### config.mk
export PLATFORM = sky130hd
export DESIGN_NAME = draw_bullet
export DESIGN_NICKNAME = d
export VERILOG_FILES = /design/src/rtl/wot_pkg.sv /design/src/rtl/draw_bullet_rise_detect.sv /design/src/rtl/draw_bullet.sv
export SDC_FILE = /design/constraint.sdc
export NUM_CORES = 1
export LEC_CHECK = 0
export ABC_AREA = 0
export ABC_CLOCK_PERIOD_IN_PS = 2600
export CORE_MARGIN = 4
export CORE_UTILIZATION = 45
export CTS_BUF_LIST = sky130_fd_sc_hd__clkbuf_8
export DETAILED_ROUTE_END_ITERATION = 10
export DONT_BUFFER_PORTS = 1
export SLEW_MARGIN = 5
export SYNTH_ARGS = -nofsm -noshare
export SYNTH_HDL_FRONTEND = slang
export SYNTH_SLANG_ARGS = --single-unit
### constraint.sdc
create_clock -name clk -period 2.6 [get_ports clk]
set_input_delay 0.52 -clock clk [delete_from_list [all_inputs] [get_ports clk]]
set_output_delay 0.52 -clock clk [all_outputs]
set_load 0.01 [all_outputs]
### src/rtl/wot_pkg.sv
// rtl/wot_pkg.sv - shared constants and types for the bullet drawing stage
package wot_pkg;

  localparam int SCREEN_W = 800;
  localparam int SCREEN_H = 600;

  // Tank facing encoding
  localparam logic [1:0] DIR_UP    = 2'd0;
  localparam logic [1:0] DIR_DOWN  = 2'd1;
  localparam logic [1:0] DIR_LEFT  = 2'd2;
  localparam logic [1:0] DIR_RIGHT = 2'd3;

  // Tank box is TANK_SHORT wide x TANK_LONG tall when facing up/down,
  // and rotated (TANK_LONG x TANK_SHORT) when facing left/right.
  localparam int TANK_SHORT = 48;
  localparam int TANK_LONG  = 64;

  typedef enum logic [1:0] {
    IDLE     = 2'd0,
    FLY      = 2'd1,
    COOLDOWN = 2'd2
  } state_t;

endpackage

### src/rtl/draw_bullet_rise_detect.sv
// rtl/draw_bullet_rise_detect.sv - registered rising-edge detector
module rise_detect (
  input  logic clk,
  input  logic rst,
  input  logic level,
  output logic pulse
);

  logic level_q;

  // Remember the previous level and emit a one-cycle registered pulse on 0->1
  always_ff @(posedge clk) begin
    if (rst) begin
      level_q <= 1'b0;
      pulse   <= 1'b0;
    end else begin
      level_q <= level;
      pulse   <= level & ~level_q;
    end
  end

endmodule

### src/rtl/draw_bullet.sv
// rtl/draw_bullet.sv - single-bullet FSM and overlay onto the pixel stream
module draw_bullet #(
  parameter int          SCREEN_W        = wot_pkg::SCREEN_W,
  parameter int          SCREEN_H        = wot_pkg::SCREEN_H,
  parameter int          BULLET_SIZE     = 4,
  parameter int          SPEED           = 4,
  parameter int          COOLDOWN_FRAMES = 16,
  parameter logic [11:0] BULLET_COLOR    = 12'hF00
) (
  input  logic        clk,
  input  logic        rst,
  input  logic        fire,
  input  logic [10:0] hcount_in,
  input  logic [9:0]  vcount_in,
  input  logic        hsync_in,
  input  logic        vsync_in,
  input  logic        hblnk_in,
  input  logic        vblnk_in,
  input  logic [11:0] rgb_in,
  input  logic [9:0]  posX_tank,
  input  logic [9:0]  posY_tank,
  input  logic [1:0]  direction,
  output logic [10:0] hcount_out,
  output logic [9:0]  vcount_out,
  output logic        hsync_out,
  output logic        vsync_out,
  output logic        hblnk_out,
  output logic        vblnk_out,
  output logic [11:0] rgb_out,
  output logic        bullet_active,
  output logic [9:0]  bulletX,
  output logic [9:0]  bulletY
);

  import wot_pkg::*;

  localparam int               CNT_W    = (COOLDOWN_FRAMES > 1) ? $clog2(COOLDOWN_FRAMES + 1) : 1;
  localparam logic [CNT_W-1:0] CNT_LOAD = CNT_W'(COOLDOWN_FRAMES);
  // Spawn offsets centre the bullet across the barrel and put it at the muzzle end
  localparam logic [9:0]       OFF_MID  = 10'((TANK_SHORT - BULLET_SIZE) / 2);
  localparam logic [9:0]       OFF_FAR  = 10'(TANK_LONG - BULLET_SIZE);
  localparam logic [9:0]       STEP     = 10'(SPEED);
  localparam logic [10:0]      STEP_W   = 11'(SPEED);
  localparam logic [10:0]      X_MAX    = 11'(SCREEN_W - BULLET_SIZE);
  localparam logic [10:0]      Y_MAX    = 11'(SCREEN_H - BULLET_SIZE);
  localparam logic [10:0]      SIZE_W   = 11'(BULLET_SIZE);

  state_t            state;
  state_t            state_next;
  logic              fire_evt;
  logic              tick;
  logic [1:0]        dir_q;
  logic [CNT_W-1:0]  cnt;
  logic [9:0]        spawn_x;
  logic [9:0]        spawn_y;
  logic              blocked;
  logic              draw;
  logic [10:0]       bx_w;
  logic [10:0]       by_w;

  assign bx_w = {1'b0, bulletX};
  assign by_w = {1'b0, bulletY};

  rise_detect u_fire_edge (
    .clk   (clk),
    .rst   (rst),
    .level (fire),
    .pulse (fire_evt)
  );

  rise_detect u_frame_edge (
    .clk   (clk),
    .rst   (rst),
    .level (vblnk_in),
    .pulse (tick)
  );

  // Spawn point at the muzzle for the current tank facing
  always_comb begin
    spawn_x = posX_tank;
    spawn_y = posY_tank;
    case (direction)
      DIR_UP:    spawn_x = posX_tank + OFF_MID;
      DIR_DOWN:  begin
        spawn_x = posX_tank + OFF_MID;
        spawn_y = posY_tank + OFF_FAR;
      end
      DIR_LEFT:  spawn_y = posY_tank + OFF_MID;
      DIR_RIGHT: begin
        spawn_x = posX_tank + OFF_FAR;
        spawn_y = posY_tank + OFF_MID;
      end
      default:   ;
    endcase
  end

  // Would the next step leave the screen? Compares only, so up/left never wrap
  always_comb begin
    blocked = 1'b0;
    case (dir_q)
      DIR_UP:    blocked = by_w < STEP_W;
      DIR_DOWN:  blocked = (by_w + STEP_W) > Y_MAX;
      DIR_LEFT:  blocked = bx_w < STEP_W;
      DIR_RIGHT: blocked = (bx_w + STEP_W) > X_MAX;
      default:   ;
    endcase
  end

  // FSM state register
  always_ff @(posedge clk) begin
    if (rst) state <= IDLE;
    else     state <= state_next;
  end

  // FSM next-state logic; fire events outside IDLE are simply dropped
  always_comb begin
    state_next = state;
    case (state)
      IDLE:     if (fire_evt) state_next = FLY;
      FLY:      if (tick && blocked) state_next = COOLDOWN;
      COOLDOWN: if (cnt == '0 || (tick && cnt == CNT_W'(1))) state_next = IDLE;
      default:  state_next = IDLE;
    endcase
  end

  // FSM outputs
  always_comb begin
    bullet_active = (state == FLY);
  end

  // Bullet position, latched facing and cooldown counter; moves only on frame ticks
  always_ff @(posedge clk) begin
    if (rst) begin
      bulletX <= '0;
      bulletY <= '0;
      dir_q   <= '0;
      cnt     <= '0;
    end else begin
      case (state)
        IDLE: begin
          if (fire_evt) begin
            dir_q   <= direction;
            bulletX <= spawn_x;
            bulletY <= spawn_y;
          end
        end
        FLY: begin
          if (tick) begin
            if (blocked) begin
              cnt <= CNT_LOAD;
            end else begin
              case (dir_q)
                DIR_UP:    bulletY <= bulletY - STEP;
                DIR_DOWN:  bulletY <= bulletY + STEP;
                DIR_LEFT:  bulletX <= bulletX - STEP;
                DIR_RIGHT: bulletX <= bulletX + STEP;
                default:   ;
              endcase
            end
          end
        end
        COOLDOWN: begin
          if (tick && cnt != '0) cnt <= cnt - CNT_W'(1);
        end
        default: ;
      endcase
    end
  end

  // Current pixel lies inside the flying bullet's square and is visible
  always_comb begin
    draw = (state == FLY) && !hblnk_in && !vblnk_in &&
           (hcount_in >= bx_w) && (hcount_in < bx_w + SIZE_W) &&
           ({1'b0, vcount_in} >= by_w) && ({1'b0, vcount_in} < by_w + SIZE_W);
  end

  // One-cycle pipeline stage for timing and the composited pixel
  always_ff @(posedge clk) begin
    if (rst) begin
      hcount_out <= '0;
      vcount_out <= '0;
      hsync_out  <= 1'b0;
      vsync_out  <= 1'b0;
      hblnk_out  <= 1'b0;
      vblnk_out  <= 1'b0;
      rgb_out    <= '0;
    end else begin
      hcount_out <= hcount_in;
      vcount_out <= vcount_in;
      hsync_out  <= hsync_in;
      vsync_out  <= vsync_in;
      hblnk_out  <= hblnk_in;
      vblnk_out  <= vblnk_in;
      rgb_out    <= draw ? BULLET_COLOR : rgb_in;
    end
  end

endmodule

* Yosys cells after proc, flatten, opt, wreduce, memory -nomap -nowiden
Index checks and enable logic that the tools add are counted.
** Storage, ports and cells
- Bits in registers :: 69
- Bits of input ports :: 62
- Logic and storage cells :: 106
** Operators by class
- Add/subtract/negate cells :: 11
- Magnitude comparators :: 8
- Equal/unequal tests :: 18
- Multiplexer cells :: 22
- Bitwise logic cells :: 4
- Reduce and logical (&&, ||, !) cells :: 27
** Operators by type and width (count)
- 10-bit one-hot mux with 2 select lines :: 6
- 10-bit 2-to-1 mux :: 6
- 10-bit by 3-bit adder with 11-bit output, second input constant :: 2
- 11-bit by 10-bit greater-than comparator with 1-bit output, second input constant :: 2
- 10-bit by 3-bit adder with 10-bit output, second input constant :: 2
- 10-bit by 5-bit adder with 10-bit output, second input constant :: 2
- 10-bit by 6-bit adder with 10-bit output, second input constant :: 2
- 10-bit by 3-bit less-than comparator with 1-bit output, second input constant :: 2
- 10-bit by 3-bit subtractor with 10-bit output, second input constant :: 2
- 5-bit 2-to-1 mux :: 3
- 12-bit 2-to-1 mux :: 1
- 11-bit by 10-bit >= comparator with 1-bit output :: 1
- 10-bit by 11-bit less-than comparator with 1-bit output :: 1
- 11-bit less-than comparator :: 1
- 2-bit equality test, second input constant :: 5
- 10-bit >= comparator :: 1
- 5-bit one-hot mux with 2 select lines :: 1
- 5-bit AND reduction :: 2
- 1-bit logical AND :: 9
- 2-bit by 1-bit inequality test with 1-bit output, second input constant :: 4
- 2-bit by 1-bit equality test with 1-bit output, second input constant :: 3
- 2-bit logical NOT :: 3
- 2-bit 2-to-1 mux :: 3
- 2-bit inequality test, second input constant :: 3
- 16 further kinds :: 23

* Depth between registers and ports, before layout
- Word-level depth :: 8
- Gate-level depth with buffers :: 12
- Gate-level depth less buffers :: 11

* Hierarchy
A second synthesis with hierarchy kept.
** Unflattened totals
- Cells, all modules :: 630
- Area, all modules :: 5063.6 µm²
** Modules (own cells, without submodules)
- draw_bullet :: instances 1, cells an instance 622, area an instance 4946.0 µm², seq. area each 1321.3 µm²
- rise_detect :: instances 2, cells an instance 4, area an instance 58.8 µm², seq. area each 40.0 µm²

* Worst setup path after synthesis
OpenSTA, ideal clock, no wires.
- Kind :: register to register
- Start point :: reg bulletY[2]
- End point :: reg rgb_out[10]
- Arrival :: 2860 ps
- Data required time :: 2543 ps
- Slack :: -317 ps
- Stages on the path, launching flop included :: 12
- Buffers on the path :: 2
- Path through :: dfxtp_1 -> ha_1 -> buf_2 -> nand3_1 -> xnor2_2 -> ha_1 -> a211o_1 -> a211oi_1 -> o211ai_1 -> a311oi_1 -> clkbuf_1 -> o21ba_2
** On the way
- Word-level cells in the longest chain between the ends :: 4
** RTL lines
- start, declared :: RTL line draw_bullet.sv:32 : output logic [9:0] bulletY
- start signal, assigned :: RTL line draw_bullet.sv:144 : bulletY <= spawn_y;
- start signal, assigned :: RTL line draw_bullet.sv:153 : DIR_UP: bulletY <= bulletY - STEP;
- start signal, assigned :: RTL line draw_bullet.sv:154 : DIR_DOWN: bulletY <= bulletY + STEP;
- 10-bit by 3-bit adder with 11-bit output / 10-bit >= comparator (equally long branches) :: RTL line draw_bullet.sv:174 : ({1'b0, vcount_in} >= by_w) && ({1'b0, vcount_in} < by_w + SIZE_W);
- 10-bit by 11-bit less-than comparator with 1-bit output / 1-bit logical AND (equally long branches) :: RTL line draw_bullet.sv:174, draw_bullet.sv:173
- 1-bit logical AND * :: RTL line draw_bullet.sv:174
- 12-bit 2-to-1 mux * :: RTL line draw_bullet.sv:194 : rgb_out <= draw ? BULLET_COLOR : rgb_in;
- end signal, assigned :: RTL line draw_bullet.sv:194
- end, declared :: RTL line draw_bullet.sv:29 : output logic [11:0] rgb_out,
Every way passes the cells marked *; elsewhere a longest branch is shown, timed or not.
A chain may end at the register's enable or synchronous reset.

* Final worst setup path
- Start point :: reg bulletX[2]
- End point :: reg rgb_out[11]
** On the way
- Word-level cells in the longest chain between the ends :: 6
** RTL lines
- start, declared :: RTL line draw_bullet.sv:31 : output logic [9:0] bulletX,
- start signal, assigned :: RTL line draw_bullet.sv:143 : bulletX <= spawn_x;
- start signal, assigned :: RTL line draw_bullet.sv:155 : DIR_LEFT: bulletX <= bulletX - STEP;
- start signal, assigned :: RTL line draw_bullet.sv:156 : DIR_RIGHT: bulletX <= bulletX + STEP;
- 10-bit by 3-bit adder with 11-bit output / 11-bit by 10-bit >= comparator with 1-bit output (equally long branches) :: RTL line draw_bullet.sv:173 : (hcount_in >= bx_w) && (hcount_in < bx_w + SIZE_W) &&
- 11-bit less-than comparator / 1-bit logical AND (equally long branches) :: RTL line draw_bullet.sv:173, draw_bullet.sv:172
- 1-bit logical AND * (2 in a row) :: RTL line draw_bullet.sv:173
- 1-bit logical AND * :: RTL line draw_bullet.sv:174
- 12-bit 2-to-1 mux * :: RTL line draw_bullet.sv:194
Marks and branches as above.

==> results.json <==
{
  "status": "finished clean",
  "drtIter0Drc": 267,
  "seq_area_frac_synth": 0.287,
  "drt-total-wl_um": 13600,
  "start_kind": "register",
  "grt_pass1_wl_um": 21500,
  "dr.pass1.iters": 4,
  "die_area_um2": 12400,
  "fin_crit_ns": 2.46,
  "yosysMostFrequentCell": "dfxtp_1",
  "multi_input_area_um2": 3300,
  "synthXorXnorAreaFrac": 0.0616,
  "hold_violations": 0,
  "die_h_um": 111,
  "cts_tree": "built",
  "core_um2": 10400,
  "io_buffers": 0,
  "synth_top_area_cell": "dfxtp_1",
  "synth-main-ff-cell": "dfxtp_1",
  "cts_root_buffer": "clkbuf_8",
  "insertion_delay_ns": 0.37,
  "final_util": 0.546,
  "worstPathCellList": "buf_6 > inv_2 > ha_4 > inv_1 > ha_1 > a21o_1 > a21oi_2 > a21oi_2 > a211oi_2 > nor2_1 > a311oi_2 > buf_4 > buf_6 > o21ba_2",
  "critPathArrivalTime_ns": 2.77,
  "critPathKind": "reg2reg",
  "layout.area.seq_um2": 1400,
  "num_rows": 37,
  "cp-end-kind": "register",
  "leakage_nw": 2.21,
  "synthMuxAreaShare": 0.00650,
  "clk_pin_slew_ns": 0.07,
  "gp_congestion": 0.886,
  "clockBufferDepth": 2,
  "num_antenna_cells": 0,
  "io_pins": 120,
  "layout_worst_path_cycle_share": 0.947,
  "clock_skew_ns": 0.00867,
  "report.final.slew_viol_count": 0,
  "critPathMaxStageDelay_ns": 0.37,
  "fp.dieW_um": 111,
  "cp_slowest_cell": "dfxtp_4",
  "grt_pass1_vias": 4258,
  "grt_max_degree": 78,
  "cts_made_buffers": 9,
  "max_slew_margin": 0.572,
  "path_buf_inv": 5,
  "numClockSinks": 69,
  "h-tree-depth": 3,
  "tns_ns": 0,
  "setup_viol": 0,
  "worstMarginPinSlew_ns": 0.642,
  "ys_seq_elements": 69,
  "syn_to_final_growth_pct": 17.7,
  "crit_required_ns": 2.91,
  "ant_nets": 0,
  "fillers": 973,
  "floorplan.initialDensity": 0.464,
  "yosysWarningCount": 0,
  "synth.area.top_cells": "dfxtp_1 29%, ha_1 14%, a21oi_1 5.6%, xnor2_1 4.4%, nor2b_1 3.8%",
  "max_cap_viol_count": 0,
  "routedWlPerCell_um": 18.0,
  "min_path_type": "in2reg",
  "layout.nets": 727,
  "drc": 0,
  "grt_usage": 0.212,
  "synth_area_um2": 4810,
  "synth.avg_cell_area_um2": 8.28,
  "rsz0062_at_grt": "no",
  "vias": 4390,
  "synthAdderAreaFrac": 0.135,
  "netlist.area_leader.share": 0.287,
  "antenna_found_initial": 0,
  "total_power_mw": 3.04,
  "syn_inst": 581,
  "yosys.area_share.simple": 0.221,
  "synth_top_family_by_area": "compound AO/OA/AOI/OAI gates",
  "vias_per_cell": 5.82,
  "synth-edff-count": 0,
  "drive_gt1_frac": 0.197,
  "peakVddDrop_mv": 0.250,
  "cpLargestDelayFamily": "compound AO/OA/AOI/OAI gates",
  "fmax_ghz": 0.406,
  "async_reset_ff_frac": 0,
  "power.density_nw_per_um2": 536,
  "synth_compound_area_frac": 0.225,
  "synth_nets": 695,
  "grt-ovfl-total": 0,
  "hpwl_um": 10500,
  "synth_cell_types": 70,
  "synthTopCellsByCount": "69 x dfxtp_1, 54 x a21oi_1, 52 x ha_1",
  "path_max_fanout": 7
}
## layer usage
metal | share of wire | wire, um | up-vias | global-route usage
li1 | - | - | 2151 | -
met1 | 0.45 | 6100 | 2068 | 0.272
met2 | 0.45 | 6080 | 156 | 0.335
met3 | 0.088 | 1200 | 15 | 0.0679
met4 | 0.015 | 208 | 0 | 0.0746
met5 | 0 | 0 | - | 0
## path summary, 6_finish.rpt
kind | start | end | slack, ns | cells after the start
setup / recovery | bulletX[2] | rgb_out[11] | 0.14 | 14
setup reg to reg | bulletX[2] | rgb_out[11] | 0.14 | 14
hold reg to reg | u_fire_edge.level_q | u_fire_edge.pulse | 0.39 | 1
hold / removal | rst | bulletX[3] | 0.21 | 1
## registers in the layout (all words and copies together) (netlist names), 2 cells and up
signal / cells
bulletY: 10
cnt: 5
vcount_out: 10
rgb_out: 12
dir_q: 2
state: 2
hcount_out: 11
bulletX: 10
## cells in the final DEF (no fill, tap or decap), types with 5 or more instances in the layout
| cell type | Yosys | layout |
|---|---|---|
| a211oi_2 | 2 | 5 |
| nor2_1 | 31 | 29 |
| dfxtp_1 | 69 | 61 |
| inv_1 | 37 | 36 |
| nor3_1 | 18 | 18 |
| o211ai_1 | 6 | 6 |
| ha_1 | 52 | 48 |
| a21o_1 | 7 | 7 |
| nand2b_1 | 14 | 14 |
| o31ai_1 | 10 | 10 |
| nand2_1 | 32 | 32 |
| nor3b_1 | 11 | 11 |
| o21ai_0 | 12 | 12 |
| nor2b_1 | 29 | 29 |
| buf_4 | 6 | 48 |
| nand4_1 | 8 | 8 |
| nand3_1 | 18 | 16 |
| xor2_1 | 8 | 8 |
| clkbuf_8 | 0 | 9 |
| a211oi_1 | 11 | 8 |
| dfxtp_2 | 0 | 5 |
| a21oi_1 | 54 | 52 |
| xnor2_1 | 24 | 22 |
| or3_1 | 16 | 15 |
| nor4_1 | 6 | 6 |
| a31oi_1 | 6 | 6 |
## per-stage QoR
stage / hold slack (ns) / cell area [um2] / setup WS [ns] / cells
6_report: 0.211 / 5670 / 0.139 / 754
5_1_grt: 0.197 / 5670 / 0.0105 / 754
4_1_cts: 0.192 / 5490 / 0.0259 / 752
3_5_place_dp: 0.376 / 5230 / -0.0212 / 733
2_1_floorplan: 0.367 / 4840 / 0.0201 / 581
3_3_place_gp: 0.378 / 5230 / 0.0587 / 733
## power by group
| part | switching, mW | total [mW] | internal (mW) |
|---|---|---|---|
| clock | 0.432 | 0.968 | 0.536 |
| sequential | 0.0727 | 1.20 | 1.12 |
| combinational | 0.478 | 0.874 | 0.397 |
## area by class of cell
type / instances / share of cell area
inverter: 40 / 0.0265
clock buffer: 9 / 0.0219
tap: 136 / 0.0300
timing repair buffer: 53 / 0.0766
clock inverter: 7 / 0.0161
multi-input combinational: 440 / 0.582
sequential: 69 / 0.247
## kinds of logic after synthesis
kind of cell,after synthesis
compound gates,155
xor+xnor,33
fa+ha+maj,52
buf+inv,72
flops,69
mux,3
simple gates,197
## repair_timing
item	CTS	global route
gates resized for setup	7	32
hold buffers	0	0
setup buffers	2	2
endpoints found under the setup margin	9	34
cloned	1	0
pin swaps	3	11
## worst reg2reg max path: stages (launching register included)
cell and delay (ns):
dfxtp_4 0.37, buf_6 0.14, inv_2 0.07, ha_4 0.27, inv_1 0.06, ha_1 0.18, a21o_1 0.16, a21oi_2 0.15
a21oi_2 0.09, a211oi_2 0.21, nor2_1 0.08, a311oi_2 0.23, buf_4 0.17, buf_6 0.12, o21ba_2 0.12
(Power assumes the default switching activity.)
==> variant 1: new RTL, same flow settings <==
Change the parameter `COOLDOWN_FRAMES` from 16 to 32.
--- a/src/rtl/draw_bullet.sv
+++ b/src/rtl/draw_bullet.sv
@@ -4,7 +4,7 @@
   parameter int          SCREEN_H        = wot_pkg::SCREEN_H,
   parameter int          BULLET_SIZE     = 4,
   parameter int          SPEED           = 4,
-  parameter int          COOLDOWN_FRAMES = 16,
+  parameter int          COOLDOWN_FRAMES = 32,
   parameter logic [11:0] BULLET_COLOR    = 12'hF00
 ) (
   input  logic        clk,
Formal check against the unedited RTL: no difference found for any inputs over 4 cycles, from zero or initial values and one cycle with rst high; that may be too few to reach the edited logic, so the function may still have changed.
==> variant 1 against the unedited design <==
  * Sequential cell count rose by 1
  * Worst setup slack got worse by 0.13 ns
  * Fmax fell by 5.1%
  * Final cell count rose by 0.93%
  * Critical endpoint is now bulletX[5]$_SDFFE_PP0P_
  * Sequential share of layout area rose by 0.31 points
  * Wire length fell by 2.0%
  * Cell area rose by 0.53%
  * Critical path type unchanged
  * Non-clock buffer count fell by 3
  * First-iteration DRC count rose by 7.1%
  * Synthesized area rose by 1.4%
  * Via count fell by 0.14%
  * Total power fell by 3.4%
==> variant 1: results (changes against the unedited design) <==
- Synth cell count leaders: dfxtp_1 (70), ha_1 (52), nor2_1 (44), nand2_1 (43), inv_1 (37) (was dfxtp_1 (69), a21oi_1 (54), ha_1 (52), inv_1 (37), nand2_1 (32))
- Number of library cell types mapped by synthesis: 72 (was 70)
- Status: finished, final reports clean (unchanged)
- Detailed placement HPWL: 10.1 mm (was 10.5 mm)
- Maximum vdd drop: 0.000267 V (was 0.000250 V)
- Pleak: 2.28 nW (was 2.21 nW)
- Syn Nets: 702 (was 695)
- Post-Synth XOR/XNOR Area: 5.92% (was 6.16%)
- DR WL/cell: 17.5 um (was 18.0 um)
- Post-Synth Adder-Cell Area: 13.5% (about the same)
- Met2 wire len: 5.93 mm (was 6.08 mm)
- Slowest CP cell: a2111oi_4 (was dfxtp_4)
- Clock latency on the worst-skew pair: 0.35 ns (was 0.37 ns)
- Multiplexer share of the synthesized area: 2.62% (was 0.650%)
- Layout cells sized above 1: 19.2% (was 19.7%)
- Starting DRT DRC Count: 286 (was 267)
- Synth top area cells: dfxtp_1 (29%), ha_1 (13%), xnor2_1 (4.7%) (was dfxtp_1 (29%), ha_1 (14%), a21oi_1 (5.6%))
- Slew HR: 66.3% (was 57.2%)
- Routability cong.: 0.931 (was 0.886)
- First-pass GRT wire length: 20.8 mm (was 21.5 mm)
- Worst Skew: 0.0109 ns (was 0.00867 ns)
- Compound-gate portion of the synthesized area: 22.0% (was 22.5%)
- Crit path max fanout: 6 (was 7)
- WP data arrival: 2.84 ns (was 2.77 ns)
- Vias in the first global route: 4177 (was 4258)
- Met3 WL: 1.01 mm (was 1.20 mm)
variant 1: cell families after synthesis:
family | after synthesis
xor gates and xnor gates | 33
DFF | 70
AOI/OAI and AO/OA | 146
adders and majority gates | 53
buffers and inverters | 70
and+or+nand+nor | 204
muxes | 12
variant 1: timing repair:
| action | 4_1_cts | 5_1_grt |
|---|---|---|
| pin swaps | 2 | 18 |
| setup endpoints to repair | 24 | 29 |
| cloned | 0 | 1 |
| hold buffers | 0 | 0 |
| resized for setup | 8 | 42 |
| buffers inserted | 0 | 11 |
variant 1: layout make-up:
class,instances,area (um2)
clock buffers,9,124
clock inverters,7,73.8
fillers,985,4770
inverters,41,156
multi-input cells,448,3360
flip-flops and latches,70,1420
well taps,136,170
repair buffers,50,387
variant 1: layer usage:
metal	GRT usage, %	vias up
li1	-	2175
met1	26.5	2013
met2	31.6	177
met3	5.44	19
met4	6.73	0
met5	0	-
variant 1: final timing paths:
kind	startpoint	endpoint	slack [ns]	cells past startpoint
setup / recovery	bulletX[2]$_SDFFE_PP0P_	bulletX[5]$_SDFFE_PP0P_	0.006	10
hold / removal	rst	cnt[0]$_SDFFE_PP0P_	0.23	1
setup reg to reg	bulletX[2]$_SDFFE_PP0P_	bulletX[5]$_SDFFE_PP0P_	0.006	10
hold reg to reg	u_fire_edge.level_q$_SDFF_PP0_	u_fire_edge.pulse$_SDFF_PP0_	0.39	1
variant 1: worst reg2reg max path: cells and delay by family (launching register included):
family,cells,cell delay (ns)
buffers and inverters,1,0.09
flip-flops,1,0.38
AO/OA/AOI/OAI,6,1.43
adder cells (fa/ha/maj),1,0.13
AND/OR/NAND/NOR,2,0.47
variant 1: metrics by stage:
stage / hold slack [ns] / utilization (%) / instances / instance area, um2
4_1_cts: 0.201 / 52.0 / 749 / 5440
6_report: 0.226 / 54.4 / 761 / 5700
3_5_place_dp: 0.390 / 49.8 / 733 / 5210
2_1_floorplan: 0.367 / - / 588 / 4880
5_1_grt: 0.207 / 54.4 / 761 / 5700
3_3_place_gp: 0.376 / 49.8 / 733 / 5210
variant 1: power breakdown:
| group | leakage (nW) | internal [mW] | switching [mW] |
|---|---|---|---|
| clock | 0.105 | 0.446 | 0.448 |
| sequential | 0.583 | 1.14 | 0.0802 |
| combinational | 1.60 | 0.371 | 0.451 |
| total | 2.28 | 1.96 | 0.979 |
==> variant 2: new RTL, same settings <==
Without the edit above. The 3 states of `state_t` get a one-hot encoding in 3 bits.
--- a/src/rtl/wot_pkg.sv
+++ b/src/rtl/wot_pkg.sv
@@ -15,10 +15,10 @@
   localparam int TANK_SHORT = 48;
   localparam int TANK_LONG  = 64;
 
-  typedef enum logic [1:0] {
-    IDLE     = 2'd0,
-    FLY      = 2'd1,
-    COOLDOWN = 2'd2
+  typedef enum logic [2:0] {
+    IDLE     = 3'b001,
+    FLY      = 3'b010,
+    COOLDOWN = 3'b100
   } state_t;
 
 endpackage
Behaviour: same outputs for any inputs over 4 cycles, from zero or initial values and one cycle with rst high; so few cycles prove little.
==> variant 2 against the unedited design <==
  * Total power rose by 16%
  * Critical path depth fell by 5
  * Sequential cell count rose by 1
  * Wire length rose by 11%
  * Synthesized area rose by 9.9%
  * Worst setup slack got worse by 0.080 ns
  * Cell area rose by 8.9%
  * Critical path type unchanged
  * Critical endpoint is now bulletY[2]$_SDFFE_PP0P_
  * Highest routed layer unchanged
==> variant 2: results (changes against the unedited design) <==
- Pleak: 2.29 nW (was 2.21 nW)
- Post-Synth Adder-Cell Area: 12.3% (was 13.5%)
- Slowest CP cell: o41ai_1 (was dfxtp_4)
- Max incr delay on CP: 0.39 ns (was 0.37 ns)
- Hold Crit Class: in -> reg (unchanged)
- DR pass1 iterations: 5 (was 4)
- Vias in the first global route: 4674 (was 4258)
- Num CTS Buffers: 9 (unchanged)
- Pre-CTS worst setup slack: -0.117 ns (was -0.0212 ns)
- Area after DPL: 5710 um2 (was 5230 um2)
- Largest net degree at the start of global routing: 68 (was 78)
- Final nets: 785 (was 727)
- Multiplexer share of the synthesized area: 0.994% (was 0.650%)
- Layout cells sized above 1: 18.5% (was 19.7%)
- Pwr dens: 570 nW/um2 (was 536 nW/um2)
- Routability cong.: 0.999 (was 0.886)
- First-pass GRT wire length: 23.6 mm (was 21.5 mm)
- Clk slew on worst S/H paths: 0.09 ns (was 0.07 ns)
- Synth cell count leaders: dfxtp_1 (70), ha_1 (52), nand2_1 (45), inv_1 (42), a21oi_1 (39) (was dfxtp_1 (69), a21oi_1 (54), ha_1 (52), inv_1 (37), nand2_1 (32))
- Maximum vdd drop: 0.000393 V (was 0.000250 V)
- Detailed placement HPWL: 11.7 mm (was 10.5 mm)
- Starting DRT DRC Count: 356 (was 267)
- Compound-gate portion of the synthesized area: 27.4% (was 22.5%)
- Post-Synth XOR/XNOR Area: 5.13% (was 6.16%)
- Residual DRC count: 0 (unchanged)
- Worst R2R Path Depth: 9 (was 14)
- Number of library cell types mapped by synthesis: 80 (was 70)
- CP startpoint: bulletY[2]$_SDFFE_PP0P_ (was bulletX[2]$_SDFFE_PP0P_)
- Synth top area cells: dfxtp_1 (26%), ha_1 (12%), xnor2_1 (4.3%) (was dfxtp_1 (29%), ha_1 (14%), a21oi_1 (5.6%))
- Worst Skew: 0.0120 ns (was 0.00867 ns)
- Status: finished, final reports clean (unchanged)
- Syn Area/Cell: 8.24 um2 (was 8.28 um2)
- Buf/Inv on CP: 1 (was 5)
- Placed instance count: 798 (was 733)
- FILL cells: 1064 (was 973)
- Syn Nets: 756 (was 695)
- Seq/Total Area, Yosys: 26.5% (was 28.7%)
- Vias: 4863 (was 4390)
- GRT Util Overall: 21.9% (was 21.2%)
- Tightest Pin Transition: 0.648 ns (was 0.642 ns)
- Total wire length: 15.1 mm (was 13.6 mm)
- Vias/cell: 5.94 (was 5.82)
- Crit path max fanout: 4 (was 7)
- WP data arrival: 2.81 ns (was 2.77 ns)
==> variant 2: layer usage <==
metal | GRT usage [%] | routed length, um | vias up
li1 | - | - | 2403
met1 | 30.3 | 6950 | 2243
met2 | 34.0 | 6650 | 197
met3 | 5.39 | 1280 | 20
met4 | 6.42 | 225 | 0
met5 | 0 | 0 | -
==> variant 2: power by group <==
group / switching [mW] / total (mW) / internal (mW)
Sequential: 0.0819 / 1.23 / 1.14
Combinational: 0.561 / 1.00 / 0.441
Clock: 0.455 / 1.29 / 0.836
==> variant 2: cell families after synthesis <==
logic type	Yosys count
simple gates	206
compound gates	195
buf+inv	83
flops	70
fa+ha+maj	52
xor+xnor	31
mux	5
==> variant 2: area by class of cell <==
type / count / area share (%)
timing repair buffer: 57 / 7.20
inverter: 44 / 2.68
clock inverter: 7 / 2.72
multi-input combinational: 489 / 59.6
clock buffer: 9 / 2.01
tap: 143 / 2.90
sequential: 70 / 22.9
==> variant 2: final timing paths <==
| kind | endpoint | slack, ns |
|---|---|---|
| max | bulletY[2]$_SDFFE_PP0P_ | 0.06 |
| min | bulletX[6]$_SDFFE_PP0P_ | 0.23 |
| max reg2reg | bulletY[2]$_SDFFE_PP0P_ | 0.06 |
| min reg2reg | u_fire_edge.pulse$_SDFF_PP0_ | 0.39 |
==> variant 2: what timing repair did <==
action | CTS | global route
resized for setup | 5 | 20
endpoints found under the setup margin | 8 | 22
buffers inserted | 0 | 5
pin swaps | 1 | 2
